==> config.mk <==
export PLATFORM = sky130hd
export DESIGN_NAME = alu_result_stage
export DESIGN_NICKNAME = d
export VERILOG_FILES = /design/src/rtl/alu_pkg.sv /design/src/rtl/alu_result_stage_flag_gen.sv /design/src/rtl/alu_result_stage.sv
export SDC_FILE = /design/constraint.sdc
export NUM_CORES = 1
export LEC_CHECK = 0
export ABC_AREA = 1
export CAP_MARGIN = 5
export CORE_ASPECT_RATIO = 0.75
export CORE_MARGIN = 10
export CORE_UTILIZATION = 47
export DETAILED_ROUTE_END_ITERATION = 8
export PLACE_DENSITY = 0.77
export SLEW_MARGIN = 20
export SYNTH_ARGS = -nofsm -noshare
export SYNTH_HDL_FRONTEND = slang
export SYNTH_SLANG_ARGS = --single-unit
==> constraint.sdc <==
create_clock -name clk -period 6.2 [get_ports clk]
set_input_delay 1.24 -clock clk [delete_from_list [all_inputs] [get_ports clk]]
set_output_delay 1.24 -clock clk [all_outputs]
set_load 0.01 [all_outputs]
==> src/rtl/alu_pkg.sv <==
// Shared types for the ALU result stage: opcode tags, buffered entry, FSM states.
package alu_pkg;

    localparam int XLEN = 32;
    localparam int OP_W = 3;

    localparam logic [OP_W-1:0] OP_ADD = 3'b000;
    localparam logic [OP_W-1:0] OP_SUB = 3'b001;
    localparam logic [OP_W-1:0] OP_AND = 3'b010;
    localparam logic [OP_W-1:0] OP_OR  = 3'b011;
    localparam logic [OP_W-1:0] OP_XOR = 3'b100;
    localparam logic [OP_W-1:0] OP_SLL = 3'b101;
    localparam logic [OP_W-1:0] OP_SRL = 3'b110;
    localparam logic [OP_W-1:0] OP_SLT = 3'b111;

    typedef struct packed {
        logic [XLEN-1:0] result;
        logic            carry;
        logic            overflow;
        logic            zero;
        logic            negative;
        logic            is_slt;
    } entry_t;

    typedef enum logic [1:0] {
        EMPTY = 2'd0,
        ONE   = 2'd1,
        TWO   = 2'd2
    } state_e;

    function automatic entry_t make_entry(
        input logic [XLEN-1:0] result,
        input logic            carry,
        input logic            overflow,
        input logic            zero,
        input logic            negative,
        input logic            is_slt
    );
        entry_t e;
        e.result   = result;
        e.carry    = carry;
        e.overflow = overflow;
        e.zero     = zero;
        e.negative = negative;
        e.is_slt   = is_slt;
        return e;
    endfunction

endpackage

==> src/rtl/alu_result_stage_flag_gen.sv <==
// Combinational zero/negative/slt flag derivation for a captured ALU result.
module alu_flag_gen #(
    parameter int                WIDTH  = alu_pkg::XLEN,
    parameter int                OP_W   = alu_pkg::OP_W,
    parameter logic [OP_W-1:0]   OP_SLT = alu_pkg::OP_SLT
) (
    input  logic [WIDTH-1:0] result,
    input  logic [OP_W-1:0]  op,
    output logic             zero,
    output logic             negative,
    output logic             is_slt
);

    assign zero     = ~|result;
    assign negative = result[WIDTH-1];
    assign is_slt   = (op == OP_SLT);

endmodule

==> src/rtl/alu_result_stage.sv <==
// Registered ALU result stage with 2-entry skid buffer and flush.
// Optional sticky overflow flag enabled by ALU_RESULT_STICKY_OVF_EN.
module alu_result_stage #(
    parameter int              WIDTH  = alu_pkg::XLEN,
    parameter int              OP_W   = alu_pkg::OP_W,
    parameter logic [OP_W-1:0] OP_SLT = alu_pkg::OP_SLT
) (
    input  logic             clk,
    input  logic             rst,
    input  logic             flush,
    input  logic             in_valid,
    output logic             in_ready,
    input  logic [WIDTH-1:0] in_result,
    input  logic             in_carry,
    input  logic             in_overflow,
    input  logic [OP_W-1:0]  in_op,
    output logic             out_valid,
    input  logic             out_ready,
    output logic [WIDTH-1:0] out_result,
    output logic             out_zero,
    output logic             out_negative,
    output logic             out_carry,
    output logic             out_overflow,
    output logic             out_is_slt,
    input  logic             clr_sticky,
    output logic             sticky_ovf
);
    import alu_pkg::*;

    state_e state_q, state_n;
    entry_t main_q, main_n;
    entry_t skid_q, skid_n;
    entry_t cap;
    logic   ready_q, ready_n;
    logic   acc, xfer;
    logic   f_zero, f_neg, f_slt;

    alu_flag_gen #(
        .WIDTH  (WIDTH),
        .OP_W   (OP_W),
        .OP_SLT (OP_SLT)
    ) u_flags (
        .result   (in_result),
        .op       (in_op),
        .zero     (f_zero),
        .negative (f_neg),
        .is_slt   (f_slt)
    );

    assign cap  = make_entry(in_result, in_carry, in_overflow,
                             f_zero, f_neg, f_slt);
    assign acc  = in_valid & ready_q;
    assign xfer = (state_q != EMPTY) & out_ready;

    always_comb begin
        state_n = state_q;
        main_n  = main_q;
        skid_n  = skid_q;
        if (flush) begin
            state_n = EMPTY;
        end else begin
            unique case (state_q)
                EMPTY: begin
                    if (acc) begin
                        state_n = ONE;
                        main_n  = cap;
                    end
                end
                ONE: begin
                    if (acc && xfer) begin
                        main_n = cap;
                    end else if (acc) begin
                        state_n = TWO;
                        skid_n  = cap;
                    end else if (xfer) begin
                        state_n = EMPTY;
                    end
                end
                TWO: begin
                    if (xfer) begin
                        state_n = ONE;
                        main_n  = skid_q;
                    end
                end
                default: state_n = EMPTY;
            endcase
        end
        ready_n = (state_n != TWO);
    end

    always_ff @(posedge clk or posedge rst) begin
        if (rst) begin
            state_q <= EMPTY;
            main_q  <= '0;
            skid_q  <= '0;
            ready_q <= 1'b1;
        end else begin
            state_q <= state_n;
            main_q  <= main_n;
            skid_q  <= skid_n;
            ready_q <= ready_n;
        end
    end

    assign in_ready     = ready_q;
    assign out_valid    = (state_q != EMPTY);
    assign out_result   = main_q.result;
    assign out_zero     = main_q.zero;
    assign out_negative = main_q.negative;
    assign out_carry    = main_q.carry;
    assign out_overflow = main_q.overflow;
    assign out_is_slt   = main_q.is_slt;

`ifdef ALU_RESULT_STICKY_OVF_EN
    logic sticky_q;

    // a set from a same-cycle overflow transfer beats the clear
    always_ff @(posedge clk or posedge rst) begin
        if (rst) begin
            sticky_q <= 1'b0;
        end else if (xfer && main_q.overflow) begin
            sticky_q <= 1'b1;
        end else if (clr_sticky) begin
            sticky_q <= 1'b0;
        end
    end

    assign sticky_ovf = sticky_q;
`else
    logic unused_clr;

    assign unused_clr = clr_sticky;
    assign sticky_ovf = 1'b0;
`endif

endmodule

## Yosys cells after proc, flatten, opt, wreduce, memory -nomap -nowiden

Index checks and enable logic that the tools add are counted.
W data, S select, Z words.

- Logic and storage cells: 44
- Output and inout bits: 40
- Input bits: 43
- Memory bits (writable): 0
- Latch bits: 0
- ROM bits: 0
- Memories: 0
- Bits in registers: 77

- Shifts and indexed selects: 0
- Mux-type cells: 11
- Reductions and logical operators: 8
- Div/mod/pow operators: 0
- Multiply operators: 0
- Equality and inequality tests: 7
- Order comparisons: 0
- Bitwise operators: 4
- $add $sub $neg: 0

Operators with widths:

| cell | number |
|---|---|
| $mux W37 | 3 |
| $pmux W37 S3 | 1 |
| $reduce_or A32 Y1 | 1 |
| $mux W2 | 6 |
| $ne A2 B2 Y1 const B | 4 |
| $pmux W2 S3 | 1 |
| $reduce_and A5 Y1 | 1 |
| $reduce_and A4 Y1 | 1 |
| $eq A3 B3 Y1 const B | 1 |
| $reduce_bool A3 Y1 | 1 |
| $and A1 B1 Y1 | 2 |
| $eq A2 B1 Y1 const B | 1 |
| $eq A2 B2 Y1 const B | 1 |
| $logic_not A2 Y1 | 1 |
| $not A1 Y1 | 2 |
| $reduce_bool A2 Y1 | 1 |
| $logic_and A1 B1 Y1 | 1 |
| $logic_not A1 Y1 | 1 |

## Depth between registers and ports, before layout

- Word-level depth: 8
- Gate-level depth with buffers: 9
- Mapped depth without buffers: 8

## Hierarchy

Synthesis repeated with hierarchy kept, for this count alone.

- Cell total of the unflattened synthesis: 503
- Area total of the unflattened synthesis: 3778.6 sq um

Modules (own cells, without submodules):

| module | times used | area each (sq um) | sequential area each (sq um) | cells each |
|---|---|---|---|---|
| alu_result_stage | 1 | 3648.5 | 1928.1 | 470 |
| alu_flag_gen | 1 | 130.1 | 0.0 | 33 |

## Worst setup path before layout

No wires, ideal clock.

- Path type: input port to flip-flop
- Start point: input port in_valid
- End point: register main_q, in the netlist out_result[0]
- Path buffers: 1
- Setup slack: 4160 ps
- Setup time: 95 ps
- Data arrival time: 1944 ps
- Stages on the path: 7
- Required time: 6105 ps
- Cell sequence: nand2_1 > inv_1 > nor2_1 > nor2_1 > nand2_2 > buf_6 > o31ai_1

- Cells in the longest elaborated chain, start to end: 4
- Elaborated cells between the ends (all ways): 5
- Classes of those cells: eq/ne: 2; bitwise: 1; reduce/logical: 2

RTL lines:

| what | line | text |
|---|---|---|
| from (decl) | alu_result_stage.sv:11 | `input logic in_valid,` |
| $and A1 B1 Y1 * | alu_result_stage.sv:52 | `assign acc = in_valid & ready_q;` |
| $logic_and A1 B1 Y1 | alu_result_stage.sv:70 | `if (acc && xfer) begin` |
| $ne A2 B2 Y1 (no source line) | - |  |
| $reduce_and A5 Y1 (no source line) * | - |  |
| to (signal assigned) | alu_result_stage.sv:99 | `main_q <= main_n;` |
| to (decl) | alu_result_stage.sv:31 | `entry_t main_q, main_n;` |

Mark *: on every way between the ends. The rest lies on a longest branch, timed or not.
A chain may end at the register's enable or synchronous reset.

## Worst setup path after layout

- Start point: input port in_valid
- End point: register skid_q[2] (netlist bit)

- Cells in the longest elaborated chain, start to end: 4

RTL lines:

| what | line | text |
|---|---|---|
| $and A1 B1 Y1 * | alu_result_stage.sv:52 |  |
| $logic_and A1 B1 Y1 | alu_result_stage.sv:70 |  |
| $not A1 Y1 (no source line) | - |  |
| $reduce_and A4 Y1 (no source line) * | - |  |
| to (signal assigned) | alu_result_stage.sv:100 | `skid_q <= skid_n;` |
| to (decl) | alu_result_stage.sv:32 | `entry_t skid_q, skid_n;` |

Marks and branches as above.

==> results.cfg <==
[synth]
ys_seq_elements = 75
ys_seq_area_share_pct = 55.84
synth_cell_types = 18
synth_commonest_cells = 154 x nand2_1, 91 x nor2_1, 74 x dfrtp_1
yosysTopAreaCell = dfrtp_1
synthCells = 405
yosys-top-cells-area = dfrtp_1 55%, nand2_1 17%, nor2_1 10%
synth_fp_nets = 448
avgSynthCellArea_sq_um = 8.304
yosys.area.top_type_share_pct = 55.06
synth.most_common_cell = nand2_1
syn_area_sq_mm = 0.003363
ys_warn_count = 0
synth_edf_count = 0
synth_ff_type = dfrtp_1
ys_async_sr_fraction_pct = 100.0

[global_route]
grt_antenna_before_repair = 0
grt_pass1_wl_microns = 14150
grt_pass1_vias = 2958
grt_use_met1_pct = 18.89
grtUsageTotal_pct = 15.53
use_met3_pct = 6.366
grt_max_degree = 41
top_usage_layer = met2
overflow = 0
met2_usage_pct = 24.53

[sta]
grt_setup_unrepaired = no
fin_skew_ps = 7.425
fin_tns_setup_ps = 0
period_needed_ps = 3068
max_freq_mhz = 325.9
finalCritPeriodShare_pct = 49.49
setup_viol = 0
hold_violations = 0
slew_viol_final = 0
max_slew_margin_pct = 36.76
tightest_slew_ps = 946.4

[power_and_ir_drop]
p_sw_uw = 382.8
powerDensity_mw_per_mm2 = 304.8
power_frac_seq_pct = 49.6
swShare_pct = 29.01
ir_drop_v = 0.0001588
pwr-share-clk_pct = 28.0
power.leakage_uw = 0.002101
p_total_uw = 1320
combPwrFrac_pct = 22.4
p_int_uw = 936.7

[drt]
first_pass_iters = 4
dr_total_vias = 2874
ant_nets = 0
drc_errors = 0
wl_per_cell_microns = 14.45
vias_per_cell = 4.955
drtIter0Drc = 127
wl_microns = 8380

[critical_path]
critPathMaxStageDelay_ps = 700
endpoint_kind = flop
worstPathArrival_ps = 3270
crit_required_ps = 6400
crit_chain = clkdlybuf4s50_1, nand2_1, inv_1, nand3_1, inv_2, nand2_2, inv_2, o21ai_0
critical_path_class = in2reg
start_kind = input pin
cp.buffers_inverters = 4
path_max_fanout = 37
cp_slowest_cell = inv_2
cpMostUsedCell = inv_2
critPathTopFamily = buffers and inverters

[clocking]
ctsLongestPathBuffers = 2
cts-root-buf = clkbuf_8
cts_setup_buffers = 0
htree_levels = 3
cts.sinks = 75
tritoncts = yes
cts.repair.resized = 0
insertion_delay_ps = 350
cts_hold_buffers = 0
cts_buffers = 9
path_clk_slew_ps = 80

[cells_and_area]
layout.cells.non_filler = 580
ff_latch_area_sq_mm = 0.001878
fillCellCount = 601
n_antenna_cell = 0
syn_to_final_growth_pct = 28.72
fin_nets = 520
multi_input_area_sq_mm = 0.001271
drive_above_1_share_pct = 5.602

[floorplan]
die_area_sq_mm = 0.01097
io_pins = 83
die_h_microns = 93.26
rows = 26
start_util_pct = 48.77
fp.coreArea_sq_mm = 0.006897
die_x_microns = 117.7

[min_path]
holdCritPathClass = reg2reg

[status]
status = completed

[placed_design]
placed_cells = 564
place_congestion = 0.7770
dp_hpwl_microns = 5511
io_buffers = 80

[run]
maxCapViolCount = 0
## tightest hold or removal path: stages, from the launching register on
cell and delay, ps:
dfrtp_1 350, nand2_1 50, nand2_1 50
## routing by layer
metal | part of all wire, % | vias up
met2 | 46 | 90
li1 | - | 1422
met5 | 0 | -
met4 | 0.32 | 0
met1 | 46 | 1358
met3 | 7.3 | 4
## state kept, by name, summed over array words and instances (netlist names)
signal	flops
skid_q	36
out_result	32
state_q	2
in_ready	1
out_carry	1
out_is_slt	1
out_overflow	1
out_zero	1
## worst paths after layout
kind,from,to,slack (ps),cells past startpoint
max reg2reg,state_q[0]$_DFF_PP0_,out_is_slt$_DFFE_PP0P_,3920,4
max in group asynchronous,rst,in_ready$_DFF_PP1_,3860,3
max,in_valid,skid_q[2]$_DFFE_PP0P_,3130,8
min in group asynchronous,rst,out_result[10]$_DFFE_PP0P_,1340,2
min,skid_q[12]$_DFFE_PP0P_,skid_q[12]$_DFFE_PP0P_,480,2
min reg2reg,skid_q[12]$_DFFE_PP0P_,skid_q[12]$_DFFE_PP0P_,480,2
## layout make-up
cell class | count | area share (%)
clock buffers | 9 | 2.861
clock inverters | 7 | 1.590
well taps | 98 | 2.832
multi-input cells | 296 | 29.36
flip-flops and latches | 75 | 43.38
repair buffers | 82 | 18.84
inverters | 13 | 1.127
## cells by family after synthesis
family / after synthesis / share of synthesized area [%]
other: 1 / 0.1115
AO/OA/AOI/OAI: 44 / 9.152
AND/OR/NAND/NOR: 251 / 28.53
flip-flops: 75 / 55.84
buffers and inverters: 34 / 6.361
## power groups by stage
stage | combinational, uW | clock (uW) | sequential [uW]
floorplan | 133 | 0 | 673
global placement | 293 | 0 | 658
detailed placement | 301 | 0 | 662
CTS | 302 | 375 | 655
global route | 333 | 397 | 668
finish | 296 | 369 | 655
## cells in the final DEF, fill, tap and decap left out, drive strengths merged, types with 2 or more instances in the layout
cell type      instances
o31ai                 34
nand3                  2
dfrtp                 74
nor2                  92
clkinvlp               2
nand2                156
clkdlybuf4s50         80
buf                    2
inv                   13
o21ai                  8
clkbuf                 9
clkinv                 4
## through the flow
stage | hold WS, ps | worst slack [ps] | area [sq um] | utilization (%)
after global routing | 500.7 | 2938 | 4329 | 62.77
after global placement | 462.2 | 2780 | 4136 | 59.98
after floorplan | 449.5 | 3052 | 3363 | -
after detailed placement | 465.4 | 2793 | 4136 | 59.98
after CTS | 486.2 | 3150 | 4329 | 62.77
final | 484.7 | 3132 | 4329 | 62.77
Power figures use the tool's default switching activity.
